$ cat config.mk
export PLATFORM = sky130hd
export DESIGN_NAME = fpga_config_loader
export DESIGN_NICKNAME = d
export VERILOG_FILES = /design/src/rtl/fpga_config_loader.sv
export SDC_FILE = /design/constraint.sdc
export NUM_CORES = 1
export LEC_CHECK = 0
export BUFFER_PORTS_ARGS = -buffer_cell sky130_fd_sc_hd__buf_2
export CORE_MARGIN = 2
export CORE_UTILIZATION = 62
export CTS_BUF_LIST = sky130_fd_sc_hd__clkbuf_8
export DETAILED_ROUTE_END_ITERATION = 12
export PLACE_DENSITY = 0.91
export SETUP_SLACK_MARGIN = 0.1
export SLEW_MARGIN = 20
export SYNTH_ARGS = -nofsm -noshare
export SYNTH_HDL_FRONTEND = slang
export SYNTH_SLANG_ARGS = --single-unit
$ cat constraint.sdc
create_clock -name clk -period 6.18 [get_ports clk]
set_clock_uncertainty 0.2 [all_clocks]
set_input_delay 0.618 -clock clk [delete_from_list [all_inputs] [get_ports clk]]
set_output_delay 0.618 -clock clk [all_outputs]
set_load 0.005 [all_outputs]
$ cat src/rtl/fpga_config_loader.sv
// Tile configuration master: decodes ADDR/D0..D3 byte packets into single-cycle config writes.
// Define CONFIG_CRC_EN to require an XOR checksum byte after D3.
module fpga_config_loader #(
  parameter int unsigned NUM_TILES = 8
) (
  input  logic                 clk,
  input  logic                 reset,
  input  logic                 in_valid,
  output logic                 in_ready,
  input  logic [7:0]           in_data,
  output logic [31:0]          config_data,
  output logic [NUM_TILES-1:0] config_en,
  output logic                 busy,
  output logic                 done,
  output logic                 error
);

  typedef enum logic [2:0] {
    S_ADDR,
    S_DATA,
`ifdef CONFIG_CRC_EN
    S_CHK,
`endif
    S_WRITE,
    S_DONE
  } state_t;

  state_t               state, state_next;
  logic [7:0]           addr;
  logic [1:0]           count;
  logic [31:0]          shadow, shadow_next;
  logic                 accept, last_byte, addr_ok, pkt_ok;
  logic [NUM_TILES-1:0] strobe;

  assign accept  = in_valid && in_ready;
  assign addr_ok = ({1'b0, addr} < 9'(NUM_TILES));

  always_comb begin
    shadow_next = shadow;
    if (state == S_DATA && accept) shadow_next[8*count +: 8] = in_data;
  end

`ifdef CONFIG_CRC_EN
  assign last_byte = accept && (state == S_CHK);
  assign pkt_ok    = addr_ok &&
                     (in_data == (addr ^ shadow[7:0] ^ shadow[15:8] ^ shadow[23:16] ^ shadow[31:24]));
`else
  assign last_byte = accept && (state == S_DATA) && (count == 2'd3);
  assign pkt_ok    = addr_ok;
`endif

  always_comb begin
    strobe = '0;
    for (int unsigned i = 0; i < NUM_TILES; i++) strobe[i] = (addr == 8'(i));
  end

  always_ff @(posedge clk) begin
    if (reset) state <= S_ADDR;
    else       state <= state_next;
  end

  always_comb begin
    state_next = state;
    in_ready   = 1'b0;
    busy       = 1'b1;
    done       = 1'b0;
    unique case (state)
      S_ADDR: begin
        in_ready = 1'b1;
        busy     = 1'b0;
        if (in_valid) state_next = (in_data == 8'hFF) ? S_DONE : S_DATA;
      end
      S_DATA: begin
        in_ready = 1'b1;
        if (in_valid && count == 2'd3) begin
`ifdef CONFIG_CRC_EN
          state_next = S_CHK;
`else
          state_next = S_WRITE;
`endif
        end
      end
`ifdef CONFIG_CRC_EN
      S_CHK: begin
        in_ready = 1'b1;
        if (in_valid) state_next = S_WRITE;
      end
`endif
      S_WRITE: state_next = S_ADDR;
      S_DONE: begin
        busy = 1'b0;
        done = 1'b1;
      end
      default: state_next = S_ADDR;
    endcase
  end

  // Strobe and word are registered on the final-byte edge so both are visible during S_WRITE.
  always_ff @(posedge clk) begin
    if (reset) begin
      addr        <= '0;
      count       <= '0;
      shadow      <= '0;
      config_data <= '0;
      config_en   <= '0;
      error       <= 1'b0;
    end else begin
      config_en <= '0;
      if (accept && state == S_ADDR) begin
        addr  <= in_data;
        count <= '0;
      end
      if (accept && state == S_DATA) begin
        shadow <= shadow_next;
        count  <= count + 2'd1;
      end
      if (last_byte) begin
        if (pkt_ok) begin
          config_en   <= strobe;
          config_data <= shadow_next;
        end else begin
          error <= 1'b1;
        end
      end
    end
  end

endmodule

Word level (Yosys, flattened, before mapping):

Index checks and enable logic that the tools add are counted.

* register bits after elaboration: 86
* bits in latches: 0
* bits in writable memories: 0
* memory bits (read-only): 0
* input bits: 11
* output and inout port bits: 44
* logic and storage cells: 53
* memories: 0

* add/sub/neg operators: 2
* $mul: 0
* div/mod/pow operators: 0
* magnitude comparators: 1
* equality and inequality tests: 13
* shift-type cells: 2
* muxes and demuxes: 11
* bitwise gates (word level): 3
* reductions and logical operators: 14

Operators by type and width (number)
* $neg 5->34: 1
* $shift 8x34->32 const A: 1
* $shiftx 8x34->32: 1
* $bwmux 32: 1
* $eq 8x3->1 const B: 4
* $mux 32: 1
* $eq 8x2->1 const B: 2
* $pmux 3 s3: 1
* $eq 8x1->1 const B: 1
* $eq 8x8->1 const B: 1
* $logic_not 8->1: 1
* $lt 8x4->1 const B: 1
* $mux 2: 3
* $mux 3: 2
* $logic_and 1x1->1: 5
* $reduce_and 2->1: 2
* $reduce_or 2->1: 2
* $eq 3x1->1 const B: 1
* $eq 3x2->1 const B: 1
* $logic_not 3->1: 1
* $mux 1: 3
* $not 1->1: 3
* $reduce_and 3->1: 1
* $reduce_or 3->1: 1
* other kinds (5): 5

Depth between registers and ports, before layout:

Gate-level depths: netlist of run 1.

* word-level depth: 8
* gate-level depth with buffers: 8
* mapped depth without buffers: 5

Least setup slack after synthesis of run 1:

Ideal clock, no wire load.

* path kind: register to register
* from: register count[0]
* to: register config_data[19]
* setup time: 0.086 ns
* arrival time: 2.029 ns
* data required time: 5.894 ns
* setup slack: 3.866 ns
* stages on the path, launching flop included: 8
* clock period less this slack: 2.314 ns
* cells stage by stage: dfxtp_1 > clkbuf_1 > inv_1 > ha_1 > or4b_1 > clkbuf_1 > a2bb2oi_1 > a211oi_1

* word-level cells in the longest chain between the ends: 4
* elaborated cells between the ends (all ways): 8
* classes of those cells: add/sub: 1; eq/ne: 1; shift: 2; mux: 2; reduce/logical: 2

Ends and longest elaborated chain
* start, declared: line 30 `logic [1:0] count;`
* start signal, assigned: line 115 `count <= count + 2'd1;`
* $neg 5->34: line 40 `if (state == S_DATA && accept) shadow_next[8*count +: 8] = in_data;`
* $shiftx 8x34->32 or $shift 8x34->32 (tied branches): line 40
* $bwmux 32: line 40
* $mux 32: line 40
* end signal, assigned: line 120 `config_data <= shadow_next;`
* end, declared: line 11 `output logic [31:0] config_data,`

Several ways; a longest one is shown, not always the timed one.
A chain may end at the register's enable or synchronous reset.

Final worst setup path of run 1:

* from: register count[0]
* to: register config_data[22]

The elaborated chain is that of the path after synthesis.

==> reports/results.ini, run 1 <==
[setup_path]
cp.depth=5
required_ns=6.24
slowest_delay_ns=0.72
crit_path_top_delay_cell=dfxtp_1
crit_family=flip-flops
rr_worst_depth=5
cp.arrival_ns=3.04
cp_cell_sequence=inv_1, ha_1, or4b_1, a2bb2oi_1, a211oi_1
critPathBufInv=1
cp-end-kind=flip-flop
cp_max_fo=23
worstSetupStartpointType=flip-flop
path_class=flip-flop to flip-flop

[cts]
path_clk_slew_ns=0.08
post-cts-setup-buffers=0
cts_tree=done
clock_tree.buffer_depth=2
clock_latency_ns=0.34
root_buffer=clkbuf_8
hold_buffers=0
cts.repair.resized=0
cts_sinks=77
cts.htree.levels=3
numCtsBuffers=9

[sta]
maxSlewViolCount=0
max_slew_margin_pct=34.78
final.min_clock_period_ns=2.979
finalSetupViolCount=0
rsz0062_at_grt=no
hold_slack_ns=0.2538
finalHoldViolCount=0
tns_ns=0
worst_slew_pin_slew_ns=0.9772
timing.fmax_mhz=335.7
period_share_pct=48.20

[global_route]
grt-ovfl-total=0
grt_pass1_wl_mm=13.01
met1_usage_pct=34.67
met3_usage_pct=6.706
grt_max_degree=74
antenna_found_initial=0
grt_pass1_vias=2702
top_usage_layer=met2
met2_usage_pct=45.18
grt_use_total_pct=27.58

[die]
num_rows=26
core_area_um2=5140
die_h_um=77.01
start_util_pct=64.29
die_area_um2=5930
ios=55
dieWidth_um=77.01

[logic_synthesis]
synth_top_cell_area_share_pct=46.65
synth.largest_area_cell=dfxtp_1
yosysSeqAreaShare_pct=46.65
synth_area_um2=3304
yosysUniqueCellTypes=35
synth_warnings=0
synthArstFlopShare_pct=0
yosys-top-cells-area=dfxtp_1 47%, a211oi_1 5.5%, a31oi_1 4.9%
synth_edf_count=0
netlist_instances=356
syn_nets=375
syn_avg_cell_area_um2=9.282
synth-seq-cells=77
synth_ff_type=dfxtp_1

[power_and_ir_drop]
vdd_drop_max_v=0.0001990
leakagePower_nw=1.452
powerDensity_nw_per_um2=302.6

[final_layout]
antenna_cells=0
multi_input_area_um2=1554
layout-drive-gt1-share_pct=19.90
final_core_util_pct=72.83
layout.cells.most_common=dfxtp_1
layout_common_cells=77 x dfxtp_1, 54 x buf_2, 27 x nor2_1
nets=401
seq_area_um2=1541
area_delta_synth_final_pct=13.29
num-fill-cells=395

[placement]
numPortBuffers=54
globalplace.congestion=0.8157
dpl.hpwl_mm=4.957

[job]
maxCapViolations=0

[routing]
drt-total-wl_mm=7.883
vias=2884
wl_per_cell_um=17.25
ant_nets=0
drt_iter0_drc=293
drc_errors=0
via_per_inst=6.311
drt_pass1_iterations=5

[min_path]
hold_path_depth=2
hold_path_class=flip-flop to flip-flop

[outcome]
outcome=finished clean

-- cell usage after synthesis (all sizes together) (2+ instances only) --
library cell and instances:
nor3 6, buf 13, nand3 13, a211oi 24, nand4 25, nor2 27
nand2 11, and3 6, o31ai 8, mux2i 8, a31oi 26, inv 9
a311oi 3, clkbuf 29, and4b 8, ha 8, dfxtp 77, a2bb2oi 16
nor4bb 8, o21ai 2, a21oi 18
-- report_power, final --
part           leakage (nW)  total [mW]  internal (mW)  switching (mW)
logic                 0.711       0.183         0.0606           0.123
registers             0.622       0.528          0.510          0.0180
clock network         0.118       0.422          0.247           0.175
total                  1.45        1.13          0.817           0.315
-- path summary, 6_finish.rpt --
path         slack [ns]               to  startpoint
max                3.20  config_data[22]    count[0]
min                0.25            error       error
min reg2reg        0.25            error       error
max reg2reg        3.20  config_data[22]    count[0]
-- area by class of cell --
cell class	count	area share [%]
Clock buffer	11	4.044
Clock inverter	5	2.005
Inverter	9	0.9024
Multi-Input combinational cell	228	41.51
Sequential cell	77	41.18
Tap cell	70	2.340
Timing Repair Buffer	57	8.021
-- worst min-delay path: stages, from the launching register on --
cell     delay [ns]
dfxtp_1        0.31
inv_1          0.05
a21oi_1        0.05
-- stage by stage --
stage                     cells  power [mW]  cell area [um^2]  setup WS [ns]
after global placement      440      0.7085              3501          3.246
after CTS                   456       1.133              3727          3.019
after floorplan             356      0.6774              3304          3.866
final                       457       1.133              3744          3.201
after detailed placement    440      0.7187              3501          3.036
after global routing        457       1.177              3744          3.015
-- layer usage --
metal  wire [um]  share of wire (%)
met4         176                2.2
met3         426                5.4
met1        3397                 43
met5           0                  0
met2        3882                 49
-- logic make-up after synthesis --
logic type | share of synthesized area (%)
AOI/OAI and AO/OA | 20.83
and+or+nand+nor | 20.45
DFF | 46.65
adders and majority gates | 3.029
buffers and inverters | 6.626
muxes | 2.423
-- sequential cells by signal (all words and copies together) (netlist names) --
signal and flops:
config_data 32, shadow 24, addr 8, config_en 8, count 2, state 2, error 1
(Power assumes the default switching activity.)
==> inputs of run 2 (changes only) <==
- CORE_UTILIZATION: 62 -> 52
- PLACE_DENSITY: 0.91 -> 0.81
- clock period: 6.18 -> 2.6 ns (I/O delays scaled with it)
==> reports/results.ini, run 2 (synthesis results as in run 1) <==
[cts]
numCtsBuffers=9
clock_latency_ns=0.34
path_clk_slew_ns=0.08
root_buffer=clkbuf_8
cts_sinks=77
cts_tree=done
hold_buffers=0
post-cts-setup-buffers=0
cts.repair.resized=0
clock_tree.buffer_depth=2
cts.htree.levels=3

[routing]
drt_pass1_iterations=4
drt_iter0_drc=211
met1_length_mm=3.522
ant_nets=0
drc_errors=0
drt-total-wl_mm=7.660
top_layer_used=met4
wl_met2_mm=3.472
wl_per_cell_um=16.16
vias=2896
via_per_inst=6.110
wl_met3_um=451

[setup_path]
cp_cell_sequence=inv_1, ha_1, or4b_1, a2bb2oi_1, a211oi_1
path_class=flip-flop to flip-flop
worstSetupStartpointType=flip-flop
cp-end-kind=flip-flop
rrSetupSlack_ns=0.39
r2r_end=config_data[17]
cp.arrival_ns=2.26
crit_path_top_delay_cell=or4b_1
slowest_delay_ns=0.61
rr_startpoint=count[1]
rr_worst_depth=5
crit_start=count[1]
cp_max_fo=8
required_ns=2.65
endpoint=config_data[17]

[final_layout]
largest_reg_flops=32
layout-drive-gt1-share_pct=21.91
layout.cells.most_common=dfxtp_1
fin_cells=474
final_core_util_pct=61.15
top_register=config_data
nets=411
num-fill-cells=547
layout_common_cells=77 x dfxtp_1, 54 x buf_2, 27 x nor2_1
top_regs=config_data (32), shadow (24)
area_delta_synth_final_pct=15.49
antenna_cells=0

[sta]
worst_slew_pin_slew_ns=0.7679
tns_ns=0
finalHoldViolCount=0
timing.fmax_mhz=451.8
final.min_clock_period_ns=2.214
period_share_pct=85.14
rsz0062_at_grt=no
finalSetupViolCount=0
maxSlewViolCount=0
max_slew_margin_pct=48.81

[min_path]
hold_path_depth=3
hold_path_class=primary input to flip-flop

[die]
die_h_um=83.72
start_util_pct=52.95
core_area_um2=6241
die_area_um2=7008
ios=55
dieWidth_um=83.72
num_rows=29

[outcome]
outcome=finished clean

[power_and_ir_drop]
vdd_drop_max_v=0.0003968
powerDensity_nw_per_um2=695.4
leakagePower_nw=1.496

[placement]
dp.cells=458
numPortBuffers=54
dpl.hpwl_mm=5.170
globalplace.congestion=0.8216

[global_route]
grt_pass1_wl_mm=12.82
antenna_found_initial=0
grt_max_degree=44
grt-ovfl-total=0
grt_use_total_pct=22.55
grt_pass1_vias=2695

[job]
maxCapViolations=0

[run 2: area by class of cell]
type	count	area [um^2]	area share (%)
clock inverter	4	46.29	1.213
clock buffer	12	165.2	4.328
timing repair buffer	67	380.4	9.967
multi-input combinational	228	1553	40.69
sequential	77	1541	40.39
tap	77	96.34	2.525
inverter	9	33.78	0.8852
[run 2: metal layers]
layer	vias up	global-route usage, %
met5	-	0
met3	20	5.539
met2	98	33.96
met4	0	13.05
met1	1362	29.41
li1	1416	-
[run 2: power by group]
part	total, mW	internal [mW]	switching [mW]
registers	1.25	1.21	0.0342
clock network	0.943	0.517	0.426
logic	0.464	0.164	0.301
total	2.65	1.89	0.760
[run 2: metrics by stage]
stage	total power, mW	hold WS, ns	worst slack [ns]	area [um^2]
after floorplan	1.610	0.2075	0.2856	3304
after global placement	1.714	0.2382	0.4837	3605
after detailed placement	1.732	0.2386	0.4240	3605
after CTS	2.659	0.02213	0.3818	3816
after global routing	2.762	0.04504	0.2446	3816
final	2.654	0.03400	0.3864	3816
[run 2: worst min path at each step]
| stage | from | to | slack [ns] |
|---|---|---|---|
| 2_1_floorplan | in_data[4] | addr[4] | 0.21 |
| 3_3_place_gp | error | error | 0.24 |
| 3_5_place_dp | error | error | 0.24 |
| 4_1_cts | in_data[4] | addr[4] | 0.02 |
| 5_1_grt | in_data[4] | addr[4] | 0.05 |
| 6_report | in_data[4] | addr[4] | 0.03 |
[run 2: worst max-delay path: cells and delay by family (launching register included)]
family	cells	cell delay, ns
buffers and inverters	1	0.09
adders and majority gates	1	0.37
DFF	1	0.38
AOI/OAI and AO/OA	2	0.47
and+or+nand+nor	1	0.61
==> inputs of run 3 (changes only) <==
- CORE_UTILIZATION: 52 -> 62
- MAX_ROUTING_LAYER: unset -> met4
- PLACE_DENSITY: 0.81 -> 0.91
- clock period: 2.6 -> 2.8 ns (I/O delays scaled with it)
==> reports/results.ini, run 3 (synthesis results as in run 1) <==
[cts]
root_buffer=clkbuf_8
path_clk_slew_ns=0.08
hold_buffers=0
cts.htree.levels=3
post-cts-setup-buffers=0
clock_tree.buffer_depth=2
numCtsBuffers=9
cts_tree=done
cts_sinks=77
clock_latency_ns=0.34
cts.repair.resized=0

[setup_path]
r2r_end=config_data[18]
path_class=flip-flop to flip-flop
worstSetupStartpointType=flip-flop
rr_worst_depth=5
slowest_delay_ns=0.64
cp.arrival_ns=2.57
crit_family=simple AND/OR/NAND/NOR gates
required_ns=2.84
rr_startpoint=count[0]
rrSetupSlack_ns=0.27
crit_path_top_delay_cell=or4b_1
cp-end-kind=flip-flop
critPathBufInv=1
cp_max_fo=13
cp_cell_sequence=inv_1, ha_1, or4b_1, a2bb2oi_1, a211oi_1

[global_route]
grt_max_degree=40
grt_pass1_vias=2732
grt_use_total_pct=28.85
antenna_found_initial=0
grt_pass1_wl_mm=13.31
grt-ovfl-total=0

[final_layout]
top_regs=config_data (32), shadow (24)
antenna_cells=0
layout-drive-gt1-share_pct=21.52
largest_reg_flops=32
final_area_um2=3759
fin_cells=465
nets=409
layout.cells.most_common=dfxtp_1
area_delta_synth_final_pct=13.74
top_register=config_data
layout_common_cells=77 x dfxtp_1, 54 x buf_2, 27 x nor2_1

[die]
core_area_um2=5140
die_area_um2=5930
num_rows=26
dieWidth_um=77.01
start_util_pct=64.29
ios=55
die_h_um=77.01

[routing]
ant_nets=0
wl_per_cell_um=17.53
via_per_inst=6.368
drc_errors=0
drt-total-wl_mm=8.153
drt_pass1_iterations=5
drt_iter0_drc=307
vias=2961

[power_and_ir_drop]
powerDensity_nw_per_um2=623.1
p_switching_mw=0.7069
power_frac_comb_pct=18.2
vdd_drop_max_v=0.0004422
leakagePower_nw=1.473
pwr-share-seq_pct=49.7
clkPwrFrac_pct=32.2
p_sw_share_pct=30.19
intPower_mw=1.635

[placement]
dp.cells=449
dp_slack_ns=0.2907
numPortBuffers=54
dpl.hpwl_mm=5.364
place_area_um2=3581
globalplace.congestion=0.8188

[job]
maxCapViolations=0

[min_path]
hold_end=addr[1]
hold_path_class=primary input to flip-flop
hp-start=in_data[1]
hold_path_depth=3

[sta]
finalSetupViolCount=0
finalHoldViolCount=0
worst_slew_pin_slew_ns=0.7059
final.min_clock_period_ns=2.528
tns_ns=0
maxSlewViolCount=0
rsz0062_at_grt=no
fin_ws_ns=0.2716
period_share_pct=90.30
max_slew_margin_pct=52.94
timing.fmax_mhz=395.5
hold_slack_ns=0.04559

[outcome]
outcome=finished clean

run 3: cell count changes in the layout (fill, tap and decap cells not counted), sizes merged:
cell and delta:
bufinv -1, clkbuf -1, buf -2, clkinv +2
run 3: metrics by stage:
| stage | total power [mW] | utilization [%] |
|---|---|---|
| global route | 2.432 | 73.13 |
| CTS | 2.338 | 73.13 |
| floorplan | 1.495 | - |
| detailed placement | 1.608 | 69.67 |
| global placement | 1.586 | 69.67 |
| finish | 2.342 | 73.13 |
run 3: layer usage:
metal  wire length, um  up-vias  GRT usage, %
met5                 0        -             -
met4               193        0         13.57
met3               512       18         6.353
met2              3937      119         43.60
met1              3510     1409         37.02
li1                  -     1415             -
run 3: worst reg2reg max path, stage by stage (launching register included):
cell and delay (ns):
dfxtp_1 0.51, inv_1 0.14, ha_1 0.41, or4b_1 0.64, a2bb2oi_1 0.23, a211oi_1 0.30
run 3: power groups by stage:
stage	sequential [mW]	clock [mW]	combinational (mW)
finish	1.16	0.753	0.426
global route	1.17	0.806	0.460
CTS	1.16	0.755	0.421
detailed placement	1.19	0	0.420
global placement	1.18	0	0.403
floorplan	1.17	0	0.324
run 3: layout make-up:
type | instances | area (um^2)
inverter | 9 | 33.78
tap | 70 | 87.58
timing repair buffer | 65 | 365.4
clock inverter | 5 | 26.28
sequential | 77 | 1541
clock buffer | 11 | 151.4
fill | 396 | 1381
multi-input combinational | 228 | 1553
run 3: how the worst max path moves through the flow:
stage / start / end / slack (ns) / depth (start not counted)
floorplan: count[0] / config_data[19] / 0.49 / 7
global placement: count[0] / config_data[22] / 0.49 / 5
detailed placement: count[0] / config_data[18] / 0.29 / 5
CTS: count[0] / config_data[18] / 0.32 / 5
global route: count[0] / config_data[18] / 0.19 / 5
finish: count[0] / config_data[18] / 0.27 / 5
